## src/rtl/mem_access_unit_if.sv

```systemverilog
// Data-memory bus: registered request channel (req/ready) plus read response (rvalid/rdata).
// Build option: none.
//   master: drives dmemReq, dmemWe, dmemAddr, dmemWdata, dmemBe; samples dmemReady, dmemRvalid, dmemRdata
//   slave : the memory side of the same signals
interface mem_access_unit_if #(
  parameter int ADDR_W = 32,
  parameter int XLEN   = 32
) ();
  logic              dmemReq;
  logic              dmemWe;
  logic [ADDR_W-1:0] dmemAddr;
  logic [XLEN-1:0]   dmemWdata;
  logic [3:0]        dmemBe;
  logic              dmemReady;
  logic              dmemRvalid;
  logic [XLEN-1:0]   dmemRdata;

  modport master (
    output dmemReq, dmemWe, dmemAddr,
    output dmemWdata, dmemBe,
    input  dmemReady, dmemRvalid, dmemRdata
  );

  modport slave (
    input  dmemReq, dmemWe, dmemAddr,
    input  dmemWdata, dmemBe,
    output dmemReady, dmemRvalid, dmemRdata
  );
endinterface

```

## src/rtl/mem_access_unit.sv

```systemverilog
// MEM-stage load/store engine: lane/byte-enable generation, load align/extend, pipeline stall.
// Build option: MISALIGN_TRAP_EN turns misaligned LH/LHU/SH/LW/SW into a bus-less trap.
//   clk, rst_n          : clock, async active-low reset
//   memWrite_MEM        : store in MEM
//   resultSrc_MEM       : 2'b01 = load in MEM
//   funct3_MEM          : access size/sign code
//   ALUResult_MEM       : effective byte address
//   storeOut_MEM        : store source value
//   dmem                : data-memory bus (master side)
//   stall_MEM           : hold the front of the pipeline
//   readData_MEM        : aligned, extended load result
//   misaligned_MEM      : misaligned-access flag, one DONE cycle
module mem_access_unit #(
  parameter int ADDR_W = 32,
  parameter int XLEN   = 32
) (
  input  logic            clk,
  input  logic            rst_n,
  input  logic            memWrite_MEM,
  input  logic [1:0]      resultSrc_MEM,
  input  logic [2:0]      funct3_MEM,
  input  logic [31:0]     ALUResult_MEM,
  input  logic [XLEN-1:0] storeOut_MEM,
  mem_access_unit_if.master dmem,
  output logic            stall_MEM,
  output logic [XLEN-1:0] readData_MEM,
  output logic            misaligned_MEM
);

  typedef enum logic [1:0] {
    IDLE = 2'd0,
    REQ  = 2'd1,
    WAIT = 2'd2,
    DONE = 2'd3
  } state_t;

  state_t            r_state;
  state_t            w_nxt;

  logic              r_req, w_req;
  logic              r_we, w_we;
  logic [ADDR_W-1:0] r_addr, w_addr;
  logic [XLEN-1:0]   r_wdata, w_wdata;
  logic [3:0]        r_be, w_be;
  logic [XLEN-1:0]   r_rd, w_rd;
  logic              r_mis, w_mis;
  logic [1:0]        r_off, w_off;
  logic [2:0]        r_f3, w_f3;
  logic              r_ld, w_ld;

  logic              w_access;
  logic              w_trap;
  logic [1:0]        w_a;
  logic [3:0]        w_lane_be;
  logic [XLEN-1:0]   w_lane_wd;

  assign w_a      = ALUResult_MEM[1:0];
  assign w_access = memWrite_MEM
                  | (resultSrc_MEM == 2'b01);

`ifdef MISALIGN_TRAP_EN
  assign w_trap =
    ((funct3_MEM[1:0] == 2'b01) & w_a[0])
    | ((funct3_MEM[1:0] == 2'b10)
       & (w_a != 2'b00));
`else
  assign w_trap = 1'b0;
`endif

  always_comb begin
    w_lane_be = 4'b1111;
    w_lane_wd = storeOut_MEM;
    unique case (funct3_MEM[1:0])
      2'b00: begin
        w_lane_be = 4'b0001 << w_a;
        w_lane_wd = {4{storeOut_MEM[7:0]}};
      end
      2'b01: begin
        w_lane_be = w_a[1] ? 4'b1100 : 4'b0011;
        w_lane_wd = {2{storeOut_MEM[15:0]}};
      end
      default: begin
        w_lane_be = 4'b1111;
        w_lane_wd = storeOut_MEM;
      end
    endcase
  end

  // Offset and size come from the request-time copies.
  function automatic logic [XLEN-1:0] f_ext(
    input logic [2:0]      f3,
    input logic [1:0]      off,
    input logic [XLEN-1:0] w
  );
    logic [7:0]      b;
    logic [15:0]     h;
    logic [XLEN-1:0] res;
    b = w[{off, 3'b000} +: 8];
    h = off[1] ? w[31:16] : w[15:0];
    unique case (f3)
      3'b000:  res = {{24{b[7]}}, b};
      3'b100:  res = {24'd0, b};
      3'b001:  res = {{16{h[15]}}, h};
      3'b101:  res = {16'd0, h};
      default: res = w;
    endcase
    return res;
  endfunction

  always_comb begin
    w_nxt   = r_state;
    w_req   = r_req;
    w_we    = r_we;
    w_addr  = r_addr;
    w_wdata = r_wdata;
    w_be    = r_be;
    w_rd    = r_rd;
    w_mis   = 1'b0;
    w_off   = r_off;
    w_f3    = r_f3;
    w_ld    = r_ld;
    unique case (r_state)
      IDLE: begin
        if (w_access) begin
          if (w_trap) begin
            w_nxt = DONE;
            w_mis = 1'b1;
            w_rd  = '0;
          end else begin
            w_nxt   = REQ;
            w_req   = 1'b1;
            w_we    = memWrite_MEM;
            w_addr  = {ALUResult_MEM[ADDR_W-1:2], 2'b00};
            w_be    = memWrite_MEM ? w_lane_be : 4'b1111;
            w_wdata = w_lane_wd;
            w_off   = w_a;
            w_f3    = funct3_MEM;
            w_ld    = ~memWrite_MEM;
          end
        end
      end
      REQ: begin
        if (dmem.dmemReady) begin
          w_req = 1'b0;
          if (!r_ld) begin
            w_nxt = DONE;
          end else if (dmem.dmemRvalid) begin
            w_rd  = f_ext(r_f3, r_off, dmem.dmemRdata);
            w_nxt = DONE;
          end else begin
            w_nxt = WAIT;
          end
        end
      end
      WAIT: begin
        if (dmem.dmemRvalid) begin
          w_rd  = f_ext(r_f3, r_off, dmem.dmemRdata);
          w_nxt = DONE;
        end
      end
      DONE: w_nxt = IDLE;
      default: w_nxt = IDLE;
    endcase
  end

  always_ff @(posedge clk or negedge rst_n) begin
    if (!rst_n) begin
      r_state <= IDLE;
      r_req   <= 1'b0;
      r_we    <= 1'b0;
      r_addr  <= '0;
      r_wdata <= '0;
      r_be    <= 4'b0000;
      r_rd    <= '0;
      r_mis   <= 1'b0;
      r_off   <= 2'b00;
      r_f3    <= 3'b000;
      r_ld    <= 1'b0;
    end else begin
      r_state <= w_nxt;
      r_req   <= w_req;
      r_we    <= w_we;
      r_addr  <= w_addr;
      r_wdata <= w_wdata;
      r_be    <= w_be;
      r_rd    <= w_rd;
      r_mis   <= w_mis;
      r_off   <= w_off;
      r_f3    <= w_f3;
      r_ld    <= w_ld;
    end
  end

  assign dmem.dmemReq   = r_req;
  assign dmem.dmemWe    = r_we;
  assign dmem.dmemAddr  = r_addr;
  assign dmem.dmemWdata = r_wdata;
  assign dmem.dmemBe    = r_be;

  // Low in DONE so exactly one instruction advances; forced low in reset.
  assign stall_MEM      = rst_n & w_access
                        & (r_state != DONE);
  assign readData_MEM   = r_rd;
  assign misaligned_MEM = r_mis;

endmodule

```

## src/flat_wrapper.sv

```systemverilog
// flat-port wrapper written by rule: the top's interface ports become plain ports
module mem_access_unit_flat 
#(
  parameter int ADDR_W = 32,
  parameter int XLEN   = 32
)
  (clk, rst_n, memWrite_MEM, resultSrc_MEM, funct3_MEM, ALUResult_MEM, storeOut_MEM, stall_MEM, readData_MEM, misaligned_MEM, dmem_dmemReq, dmem_dmemWe, dmem_dmemAddr, dmem_dmemWdata, dmem_dmemBe, dmem_dmemReady, dmem_dmemRvalid, dmem_dmemRdata);
  mem_access_unit_if #(.ADDR_W(ADDR_W), .XLEN(XLEN)) dmem_i ();
  input  logic clk;
  input  logic rst_n;
  input  logic memWrite_MEM;
  input  logic [1:0] resultSrc_MEM;
  input  logic [2:0] funct3_MEM;
  input  logic [31:0] ALUResult_MEM;
  input  logic [XLEN-1:0] storeOut_MEM;
  output logic stall_MEM;
  output logic [XLEN-1:0] readData_MEM;
  output logic misaligned_MEM;
  output wire logic [$bits(dmem_i.dmemReq)-1:0] dmem_dmemReq;
  output wire logic [$bits(dmem_i.dmemWe)-1:0] dmem_dmemWe;
  output wire logic [$bits(dmem_i.dmemAddr)-1:0] dmem_dmemAddr;
  output wire logic [$bits(dmem_i.dmemWdata)-1:0] dmem_dmemWdata;
  output wire logic [$bits(dmem_i.dmemBe)-1:0] dmem_dmemBe;
  input wire logic [$bits(dmem_i.dmemReady)-1:0] dmem_dmemReady;
  input wire logic [$bits(dmem_i.dmemRvalid)-1:0] dmem_dmemRvalid;
  input wire logic [$bits(dmem_i.dmemRdata)-1:0] dmem_dmemRdata;
  assign dmem_dmemReq = dmem_i.dmemReq;
  assign dmem_dmemWe = dmem_i.dmemWe;
  assign dmem_dmemAddr = dmem_i.dmemAddr;
  assign dmem_dmemWdata = dmem_i.dmemWdata;
  assign dmem_dmemBe = dmem_i.dmemBe;
  assign dmem_i.dmemReady = dmem_dmemReady;
  assign dmem_i.dmemRvalid = dmem_dmemRvalid;
  assign dmem_i.dmemRdata = dmem_dmemRdata;
  mem_access_unit #(.ADDR_W(ADDR_W), .XLEN(XLEN)) u_core (.clk(clk), .rst_n(rst_n), .memWrite_MEM(memWrite_MEM), .resultSrc_MEM(resultSrc_MEM), .funct3_MEM(funct3_MEM), .ALUResult_MEM(ALUResult_MEM), .storeOut_MEM(storeOut_MEM), .dmem(dmem_i), .stall_MEM(stall_MEM), .readData_MEM(readData_MEM), .misaligned_MEM(misaligned_MEM));
endmodule
```

## config.mk

```make
export PLATFORM = sky130hd
export DESIGN_NAME = mem_access_unit_flat
export DESIGN_NICKNAME = d
export VERILOG_FILES = /design/src/rtl/mem_access_unit_if.sv /design/src/rtl/mem_access_unit.sv /design/src/flat_wrapper.sv
export SDC_FILE = /design/constraint.sdc
export NUM_CORES = 1
export LEC_CHECK = 0
export CAP_MARGIN = 40
export CORE_MARGIN = 1.5
export CORE_UTILIZATION = 43
export DETAILED_ROUTE_END_ITERATION = 16
export PLACE_DENSITY = 0.88
export SLEW_MARGIN = 25
export SYNTH_ARGS = -nofsm -noshare
export SYNTH_HDL_FRONTEND = slang
export SYNTH_SLANG_ARGS = --single-unit
```

## constraint.sdc

```tcl
create_clock -name clk -period 2.4 [get_ports clk]
set_input_delay 0.36 -clock clk [delete_from_list [all_inputs] [get_ports clk]]
set_output_delay 0.36 -clock clk [all_outputs]
set_load 0.005 [all_outputs]
```

==> out/metrics.cfg, run 1 <==
[route]
routed_wirelength_um = 14000
dr.pass1.iters = 4
drt_iter0_drc = 167
antenna_left = 0
wl_per_cell_um = 17.3
via_per_inst = 5.34
drcViolationCount = 0
num_vias = 4339

[yosys]
synthFlopType = dfrtp_1
async_flop_share_pct = 100
synth-edff-count = 0
syn_area_um2 = 4970
syn_inst = 465
avgSynthCellArea_um2 = 10.7
yosysUniqueCellTypes = 39
yosysSeqAreaShare_pct = 54.4
yosys_warnings = 0
synth_seq_cells = 108

[power]
leakagePower_nw = 3.29
p_per_area_nw_per_um2 = 1190
vdd_drop_max_mv = 0.758

[timing]
setup_tns_ps = 0
fin_crit_ps = 2100
slew_headroom_pct = 60.2
fin_crit_sh_pct = 87.6
final_max_slew_viol_count = 0
worst_pin_slew_ps = 597
setup_slack_ps = 297
whs_ps = 124
rsz0062_at_grt = false
fmax_mhz = 475
setup_viol = 0
skew_ps = 5.05
finalHoldViolations = 0

[hold_path]
min_path_type = in2async

[setup_path]
cp_data_required_time_ps = 2040
startpoint_type = input pin
path_cells = clkdlybuf4s50_1 > nor2b_1 > nor2_1 > nor3b_1 > clkdlybuf4s50_1
crit_family = buffers and inverters
path_class = in2out
end_kind = output port
critPathMostFrequentCell = clkdlybuf4s50_1
arrival_ps = 1740
cpPeakStageDelay_ps = 530
crit_slowest_cell = clkdlybuf4s50_1
crit_buf_inv = 2
cp_max_fo = 2

[global_route]
antenna_found_initial = 0
grt_pass1_vias = 4568
grt_util_met3_pct = 7.79
grt_use_total_pct = 23.5
grt_util_met2_pct = 40.7
met1_usage_pct = 26.6
grt_overflow = 0
grt_max_degree = 109
busiest_layer = met2
grt_pass1_wl_um = 22900

[clock_network]
cts_setup_buffers = 0
clk_pin_slew_ps = 70
cts_max_level = 3
cts_resized = 0
cts_made_buffers = 9
hold_buffers = 0
tritoncts = done
clk_latency_ps = 340
cts_root_buffer = clkbuf_16
cts.sinks = 108
cts_max_path_buffers = 2

[finish]
area_delta_synth_final_pct = 51.8
layout_commonest_cell = clkdlybuf4s50_1
seq_area_um2 = 2700
drive_gt1_share_pct = 12.8
diodes = 0
layout_common_cells = 205 x clkdlybuf4s50_1, 108 x dfrtp_1, 69 x nand2_1
multi_input_area_um2 = 2100
n_fill_cell = 879
nNetsFinal = 776

[floorplan]
boundaryPins = 210
start_util_pct = 43.9
chipHeight_um = 111
num_rows = 39
core_area_um2 = 11300
die_w_um = 111
dieArea_um2 = 12200

[job]
max_cap_violations = 0

[run_status]
status = complete, no violations

[place]
dpl_worst_slack_ps = 152
gp_congestion = 0.857
io_buffer_count = 206
hpwl_um = 10700

==> final timing paths <==
| check | start | to | slack, ps | cells after the start |
|---|---|---|---|---|
| worst max-delay path | resultSrc_MEM[0] | stall_MEM | 300 | 5 |
| worst min-delay path | rst_n | u_core.dmem.dmemAddr[18]$_DFFE_PN0P_ | 120 | 2 |
| worst max register to register | u_core.r_state[1]$_DFFE_PN0P_ | u_core.readData_MEM[22]$_DFFE_PN0P_ | 400 | 6 |
| worst min register to register | u_core.dmem.dmemWdata[29]$_DFFE_PN0P_ | u_core.dmem.dmemWdata[29]$_DFFE_PN0P_ | 480 | 2 |
| max in group asynchronous | rst_n | u_core.dmem.dmemWdata[0]$_DFFE_PN0P_ | 1870 | 2 |
| min in group clk | u_core.dmem.dmemWdata[29]$_DFFE_PN0P_ | u_core.dmem.dmemWdata[29]$_DFFE_PN0P_ | 480 | 2 |
==> cells by family (layout without fill, tap and decap cells) <==
kind of cell,after synthesis,after routing,share of synthesized area (%)
flops,108,108,54.4
compound gates,94,94,11.5
fa+ha+maj,5,5,1.26
buf+inv,41,244,3.73
other cells,1,3,0.0755
simple gates,140,140,12.2
mux,76,76,16.8
==> routing by layer <==
| layer | vias to the layer above | wire length (um) |
|---|---|---|
| met5 | - | 0 |
| met4 | 0 | 351 |
| met3 | 27 | 1350 |
| met2 | 187 | 7150 |
| met1 | 2110 | 5200 |
| li1 | 2015 | - |
==> state kept, by name, summed over array words and instances (netlist names) <==
signal                 count
u_core.dmem.dmemWdata     32
u_core.readData_MEM       32
u_core.dmem.dmemAddr      30
u_core.dmem.dmemBe         4
u_core.r_f3                3
u_core.r_off               2
u_core.r_state             2
u_core.dmem.dmemReq        1
u_core.dmem.dmemWe         1
u_core.r_ld                1
==> per-stage QoR <==
step / utilization (%) / cell area [um^2] / total power, mW / cells
after global placement: 63.8 / 7220 / 7.27 / 797
after floorplan: - / 4980 / 5.04 / 467
after detailed placement: 63.8 / 7220 / 7.46 / 797
after CTS: 66.6 / 7540 / 9.09 / 813
after global routing: 66.6 / 7540 / 9.59 / 813
final: 66.6 / 7540 / 9.01 / 813
==> where the power goes <==
group	switching (mW)	internal, mW
clock network	0.669	0.922
registers	0.546	2.70
logic	1.67	2.50
total	2.88	6.13
==> layout make-up <==
cell class	instances	share of cell area, %
clock buffers	9	2.99
flip-flops and latches	108	35.8
inverters	8	0.398
repair buffers	220	29.2
well taps	143	2.37
multi-input cells	318	27.9
clock inverters	7	1.31
==> cell usage after synthesis (all sizes together) (2+ instances only) <==
| library cell | instances | area [um^2] |
|---|---|---|
| mux2 | 51 | 574 |
| o21ai | 51 | 255 |
| nand2 | 69 | 259 |
| a2bb2oi | 2 | 17.5 |
| a22oi | 8 | 60.1 |
| mux2i | 24 | 240 |
| nor2b | 4 | 25.0 |
| dfrtp | 108 | 2700 |
| inv | 8 | 30.0 |
| nand2b | 5 | 31.3 |
| nor2 | 20 | 77.6 |
| a21oi | 12 | 60.1 |
| buf | 14 | 83.8 |
| nor3 | 5 | 25.0 |
| clkbuf | 19 | 71.3 |
| ha | 5 | 62.6 |
| nand3 | 34 | 170 |
| o21a | 8 | 60.1 |
| o22a | 3 | 26.3 |
Power figures use the tool's default switching activity.
==> run 2: changes to the inputs <==
--- a/config.mk
+++ b/config.mk
@@ -7,9 +7,9 @@
 export LEC_CHECK = 0
 export CAP_MARGIN = 40
 export CORE_MARGIN = 1.5
-export CORE_UTILIZATION = 43
+export CORE_UTILIZATION = 39
 export DETAILED_ROUTE_END_ITERATION = 16
-export PLACE_DENSITY = 0.88
+export PLACE_DENSITY = 0.84
 export SLEW_MARGIN = 25
 export SYNTH_ARGS = -nofsm -noshare
 export SYNTH_HDL_FRONTEND = slang
==> constraint.sdc (replaced) <==
create_clock -name clk -period 1.85 [get_ports clk]
set_input_delay 0.2775 -clock clk [delete_from_list [all_inputs] [get_ports clk]]
set_output_delay 0.2775 -clock clk [all_outputs]
set_load 0.005 [all_outputs]
==> run 2 against run 1 <==
  * Sequential power rose by 30%
  * Flip-flop and latch count unchanged
  * Routed wire length is 2.6% higher
  * First-iteration DRC count up 32%
  * Combinational power up 35%
  * Count of clock-buffer cells in the layout rose by 1
  * Sequential share of layout area decreased by 0.86 points
  * Power increased by 29%
  * Largest cell class unchanged
==> out/metrics.cfg, run 2 (synthesized netlist as in run 1, its figures left out) <==
[run_status]
status = complete, no violations

[floorplan]
die_w_um = 116
chipHeight_um = 116
dieArea_um2 = 13400
start_util_pct = 39.7
boundaryPins = 210
core_area_um2 = 12500
num_rows = 41

[clock_network]
cts.sinks = 108
clk_pin_slew_ps = 80
cts_root_buffer = clkbuf_16
cts_max_level = 3
clk_latency_ps = 360
cts_setup_buffers = 0
cts_made_buffers = 9
cts_max_path_buffers = 2
hold_buffers = 0
tritoncts = done

[timing]
skew_ps = 9.60
setup_slack_ps = 85.9
finalHoldViolations = 0
fin_crit_ps = 1760
rsz0062_at_grt = false
fin_crit_sh_pct = 95.4
slew_headroom_pct = 62.3
setup_viol = 0
fmax_mhz = 567
worst_pin_slew_ps = 566
final_max_slew_viol_count = 0

[place]
hpwl_um = 10900
dpl_worst_slack_ps = -100
gp_congestion = 0.923
io_buffer_count = 206

[hold_path]
min_path_type = in2async

[global_route]
met1_usage_pct = 25.0
grt_util_met3_pct = 5.86
busiest_layer = met2
grt_pass1_vias = 4429
grt_util_met2_pct = 36.1
grt_max_degree = 109
grt_use_total_pct = 21.3
grt_overflow = 0
antenna_found_initial = 0
grt_pass1_wl_um = 22100

[setup_path]
cpPeakStageDelay_ps = 420
crit_slowest_cell = dfrtp_1
crit_buf_inv = 2
path_cells = inv_2 > ha_2 > and3_4 > o21ai_2 > a2111o_1 > buf_4 > nand3_1
arrival_ps = 2050
cp_data_required_time_ps = 2140
crit_start = u_core.r_state[1]$_DFFE_PN0P_
path_class = reg2reg
crit_family = compound AO/OA/AOI/OAI gates
startpoint_type = flop
cp_max_fo = 16
end_kind = flop
timing.rr.start = u_core.r_state[1]$_DFFE_PN0P_

[power]
finalPower_mw = 11.7
clockPowerShare_pct = 15.5
p_sw_mw = 3.80
intPower_mw = 7.85
leakagePower_nw = 3.37
combPwrFrac_pct = 48.3
pwr-share-seq_pct = 36.2
switching_share_pct = 32.6
p_per_area_nw_per_um2 = 1510
vdd_drop_max_mv = 0.833

[route]
drcViolationCount = 0
num_vias = 4418
routed_wirelength_um = 14400
via_per_inst = 5.12
dr.pass1.iters = 5
drt_iter0_drc = 220
antenna_left = 0
wl_per_cell_um = 16.7

[finish]
area_delta_synth_final_pct = 55.5
diodes = 0
layout_commonest_cell = clkdlybuf4s50_1
layout_common_cells = 204 x clkdlybuf4s50_1, 108 x dfrtp_1, 69 x nand2_1
drive_gt1_share_pct = 16.1
nNetsFinal = 797

[job]
max_cap_violations = 0

## run 2: cell types whose count changed in the layout (fill, tap and decap cells not counted), moves of 2 or more
cell	change
buf_4	+18
buf_12	+2
bufinv_16	-2
clkinv_2	+2
clkinv_4	+2
inv_6	-2
## run 2: metrics by stage
step | std cells | utilization [%] | setup TNS [ps] | instance area, um^2 | hold WS, ps
after CTS | 863 | 61.6 | 0 | 7710 | 79.6
final | 863 | 61.7 | 0 | 7730 | 51.3
after detailed placement | 847 | 59.4 | -3340 | 7440 | 461
after floorplan | 467 | - | 0 | 4980 | -18.1
after global routing | 863 | 61.7 | 0 | 7730 | 98.1
after global placement | 847 | 59.4 | -1780 | 7440 | 451
## run 2: final timing paths
path,depth (start not counted),slack [ps],end
min in group clk,2,480,u_core.dmem.dmemWdata[12]$_DFFE_PN0P_
max,7,90,u_core.readData_MEM[24]$_DFFE_PN0P_
max reg2reg,7,90,u_core.readData_MEM[24]$_DFFE_PN0P_
max in group asynchronous,2,1400,u_core.dmem.dmemWdata[10]$_DFFE_PN0P_
min,2,50,u_core.readData_MEM[0]$_DFFE_PN0P_
min reg2reg,2,480,u_core.dmem.dmemWdata[12]$_DFFE_PN0P_
## run 2: power groups by stage
stage | logic, mW | registers [mW] | clock network (mW)
floorplan | 2.36 | 4.18 | 0
global placement | 5.46 | 4.20 | 0
detailed placement | 5.61 | 4.26 | 0
CTS | 5.63 | 4.22 | 1.84
global route | 6.09 | 4.36 | 1.93
finish | 5.63 | 4.22 | 1.81
## run 2: what timing repair did
| action | 4_1_cts | 5_1_grt |
|---|---|---|
| resized for setup | 2 | 6 |
| pin swaps | 0 | 1 |
| endpoints found under the hold margin | 0 | 0 |
| endpoints found under the setup margin | 11 | 27 |
| gates cloned | 0 | 0 |
## run 2: cell type report
cell class                      count  area, um^2
Fill cell                        1066        4790
Sequential cell                   108        2700
Timing Repair Buffer              241        2390
Multi-Input combinational cell    318        2120
Clock buffer                       10         229
Tap cell                          172         215
Clock inverter                      6        41.3
Inverter                            8        30.0
## run 2: per-layer routing
metal | share of wire [%] | up-vias
met3 | 7.6 | 29
met1 | 41 | 2147
li1 | - | 2058
met5 | 0 | -
met4 | 3.2 | 0
met2 | 48 | 184
==> run 3: changes to the inputs <==
--- a/config.mk
+++ b/config.mk
@@ -10,6 +10,7 @@
 export CORE_UTILIZATION = 39
 export DETAILED_ROUTE_END_ITERATION = 16
 export PLACE_DENSITY = 0.84
+export RECOVER_POWER = 100
 export SLEW_MARGIN = 25
 export SYNTH_ARGS = -nofsm -noshare
 export SYNTH_HDL_FRONTEND = slang
==> run 3 against run 2 <==
  * Clock power hardly changed
  * Design area fell by 0.42%
  * Sequential power down 1%
  * Critical endpoint unchanged
  * Power shrank 4.1%
  * Flip-flop and latch count did not move
  * Non-clock buffer count stayed put
  * Critical path depth did not move
  * Largest cell class unchanged
==> out/metrics.cfg, run 3 (synthesized netlist as in run 1, its figures left out) <==
[setup_path]
arrival_ps = 2060
r2r_slack_ps = 80
path_class = reg2reg
cp_max_fo = 16
r2r_end = u_core.readData_MEM[24]$_DFFE_PN0P_
end_kind = flop
startpoint_type = flop
crit_slowest_cell = dfrtp_1
timing.rr.start = u_core.r_state[1]$_DFFE_PN0P_
reg2reg_depth = 7
cpPeakStageDelay_ps = 420
cp_data_required_time_ps = 2140
path_cells = inv_2 > ha_2 > and3_4 > o21ai_2 > a2111o_1 > buf_4 > nand3_1

[timing]
skew_ps = 8.23
fin_crit_ps = 1770
fmax_mhz = 566
rsz0062_at_grt = false
whs_ps = 474
finalHoldViolations = 0
setup_viol = 0
slew_headroom_pct = 1.38
worst_pin_slew_ps = 1480
final_max_slew_viol_count = 0
fin_crit_sh_pct = 95.5

[global_route]
grt_pass1_vias = 4429
grt_use_total_pct = 21.3
antenna_found_initial = 0
grt_pass1_wl_um = 22100
grt_max_degree = 109
grt_overflow = 0

[route]
routed_wirelength_um = 14300
drcViolationCount = 0
routed-wl-met3_um = 1150
dr.pass1.iters = 4
via_per_inst = 5.12
wl_per_cell_um = 16.6
drt_iter0_drc = 205
antenna_left = 0
wl_met1_um = 5730
num_vias = 4422
topRoutingLayerUsed = met4
wl_met2_um = 6990

[clock_network]
cts_root_buffer = clkbuf_16
cts_max_path_buffers = 2
cts_setup_buffers = 0
clk_pin_slew_ps = 70
cts.sinks = 108
clk_latency_ps = 350
cts_max_level = 3
cts_made_buffers = 9
tritoncts = done
hold_buffers = 0

[floorplan]
core_area_um2 = 12500
dieArea_um2 = 13400
num_rows = 41
boundaryPins = 210
die_w_um = 116
chipHeight_um = 116
start_util_pct = 39.7

[place]
gp_congestion = 0.923
io_buffer_count = 206
hpwl_um = 10900
placed_cell_area_um2 = 7440

[job]
max_cap_violations = 0

[power]
clockPowerShare_pct = 16.1
vdd_drop_max_mv = 0.822
intPower_mw = 7.43
leakagePower_nw = 3.45
switching_share_pct = 33.5
p_sw_mw = 3.74
finalPower_mw = 11.2
p_per_area_nw_per_um2 = 1450
pwr-share-seq_pct = 37.3
combPwrFrac_pct = 46.6

[finish]
drive_gt1_share_pct = 15.5
stdcell_area_um2 = 7690
n_fill_cell = 1070
fin_util_pct = 61.5
layout_common_cells = 108 x dfrtp_1, 104 x clkdlybuf4s50_1, 100 x dlygate4sd3_1
layout_commonest_cell = dfrtp_1
diodes = 0
area_delta_synth_final_pct = 54.8
nNetsFinal = 797

[hold_path]
hold_path_end = u_core.dmem.dmemWdata[12]$_DFFE_PN0P_
hold_depth = 2
min_path_type = reg2reg
holdCritStartpoint = u_core.dmem.dmemWdata[12]$_DFFE_PN0P_

[run_status]
status = complete, no violations

[run 3: cell count changes in the layout (fill, tap and decap cells not counted)]
cell and delta:
buf_4 -8, clkbuf_2 +2, clkbuf_1 +4, clkbuf_4 +3, buf_12 -1, clkdlybuf4s50_1 -100
dlygate4sd3_1 +100
[run 3: final cells by class]
| type | instances | area, um^2 | share of cell area (%) |
|---|---|---|---|
| Tap cell | 172 | 215 | 2.80 |
| Inverter | 8 | 30.0 | 0.390 |
| Timing Repair Buffer | 241 | 2350 | 30.6 |
| Clock inverter | 6 | 41.3 | 0.537 |
| Sequential cell | 108 | 2700 | 35.1 |
| Clock buffer | 10 | 229 | 2.98 |
| Multi-Input combinational cell | 318 | 2120 | 27.6 |
[run 3: critical path, delay by kind of cell (launching register included)]
kind            cells  cell delay [ps]
buf+inv             2              310
compound gates      2              480
simple gates        2              280
fa+ha+maj           1              200
flops               1              420
[run 3: power by group through the flow]
| stage | Clock (mW) | Sequential, mW | Combinational (mW) |
|---|---|---|---|
| floorplan | 0 | 4.18 | 2.36 |
| global placement | 0 | 4.20 | 5.46 |
| detailed placement | 0 | 4.26 | 5.61 |
| CTS | 1.84 | 4.22 | 5.63 |
| global route | 1.93 | 4.32 | 5.67 |
| finish | 1.80 | 4.16 | 5.21 |
[run 3: worst max path at each step]
| stage | from | endpoint | slack (ps) | cells after the start |
|---|---|---|---|---|
| after floorplan | u_core.r_state[1]$_DFFE_PN0P_ | u_core.readData_MEM[21]$_DFFE_PN0P_ | 100 | 7 |
| after CTS | u_core.r_state[1]$_DFFE_PN0P_ | u_core.readData_MEM[15]$_DFFE_PN0P_ | 20 | 7 |
| after detailed placement | resultSrc_MEM[0] | stall_MEM | -100 | 5 |
| final | u_core.r_state[1]$_DFFE_PN0P_ | u_core.readData_MEM[24]$_DFFE_PN0P_ | 80 | 7 |
| after global routing | u_core.r_state[0]$_DFFE_PN0P_ | u_core.readData_MEM[23]$_DFFE_PN0P_ | 6 | 7 |
| after global placement | resultSrc_MEM[0] | stall_MEM | -80 | 5 |
[run 3: timing repair]
action                     CTS  global route
cloned                       0             0
resized for setup            2             6
setup endpoints to repair   11            27
pin swaps                    0             1
[run 3: metrics by stage]
step                setup TNS, ps  worst slack, ps  std cells
detailed placement          -3340             -100        847
global route                    0             6.29        863
CTS                             0             24.2        863
global placement            -1780            -84.3        847
floorplan                       0              101        467
finish                          0             83.2        863
[run 3: layer usage]
layer	up-vias	global-route usage, %
met5	-	0
met2	182	36.1
met1	2141	25.0
li1	2070	-
met4	0	10.2
met3	29	5.86
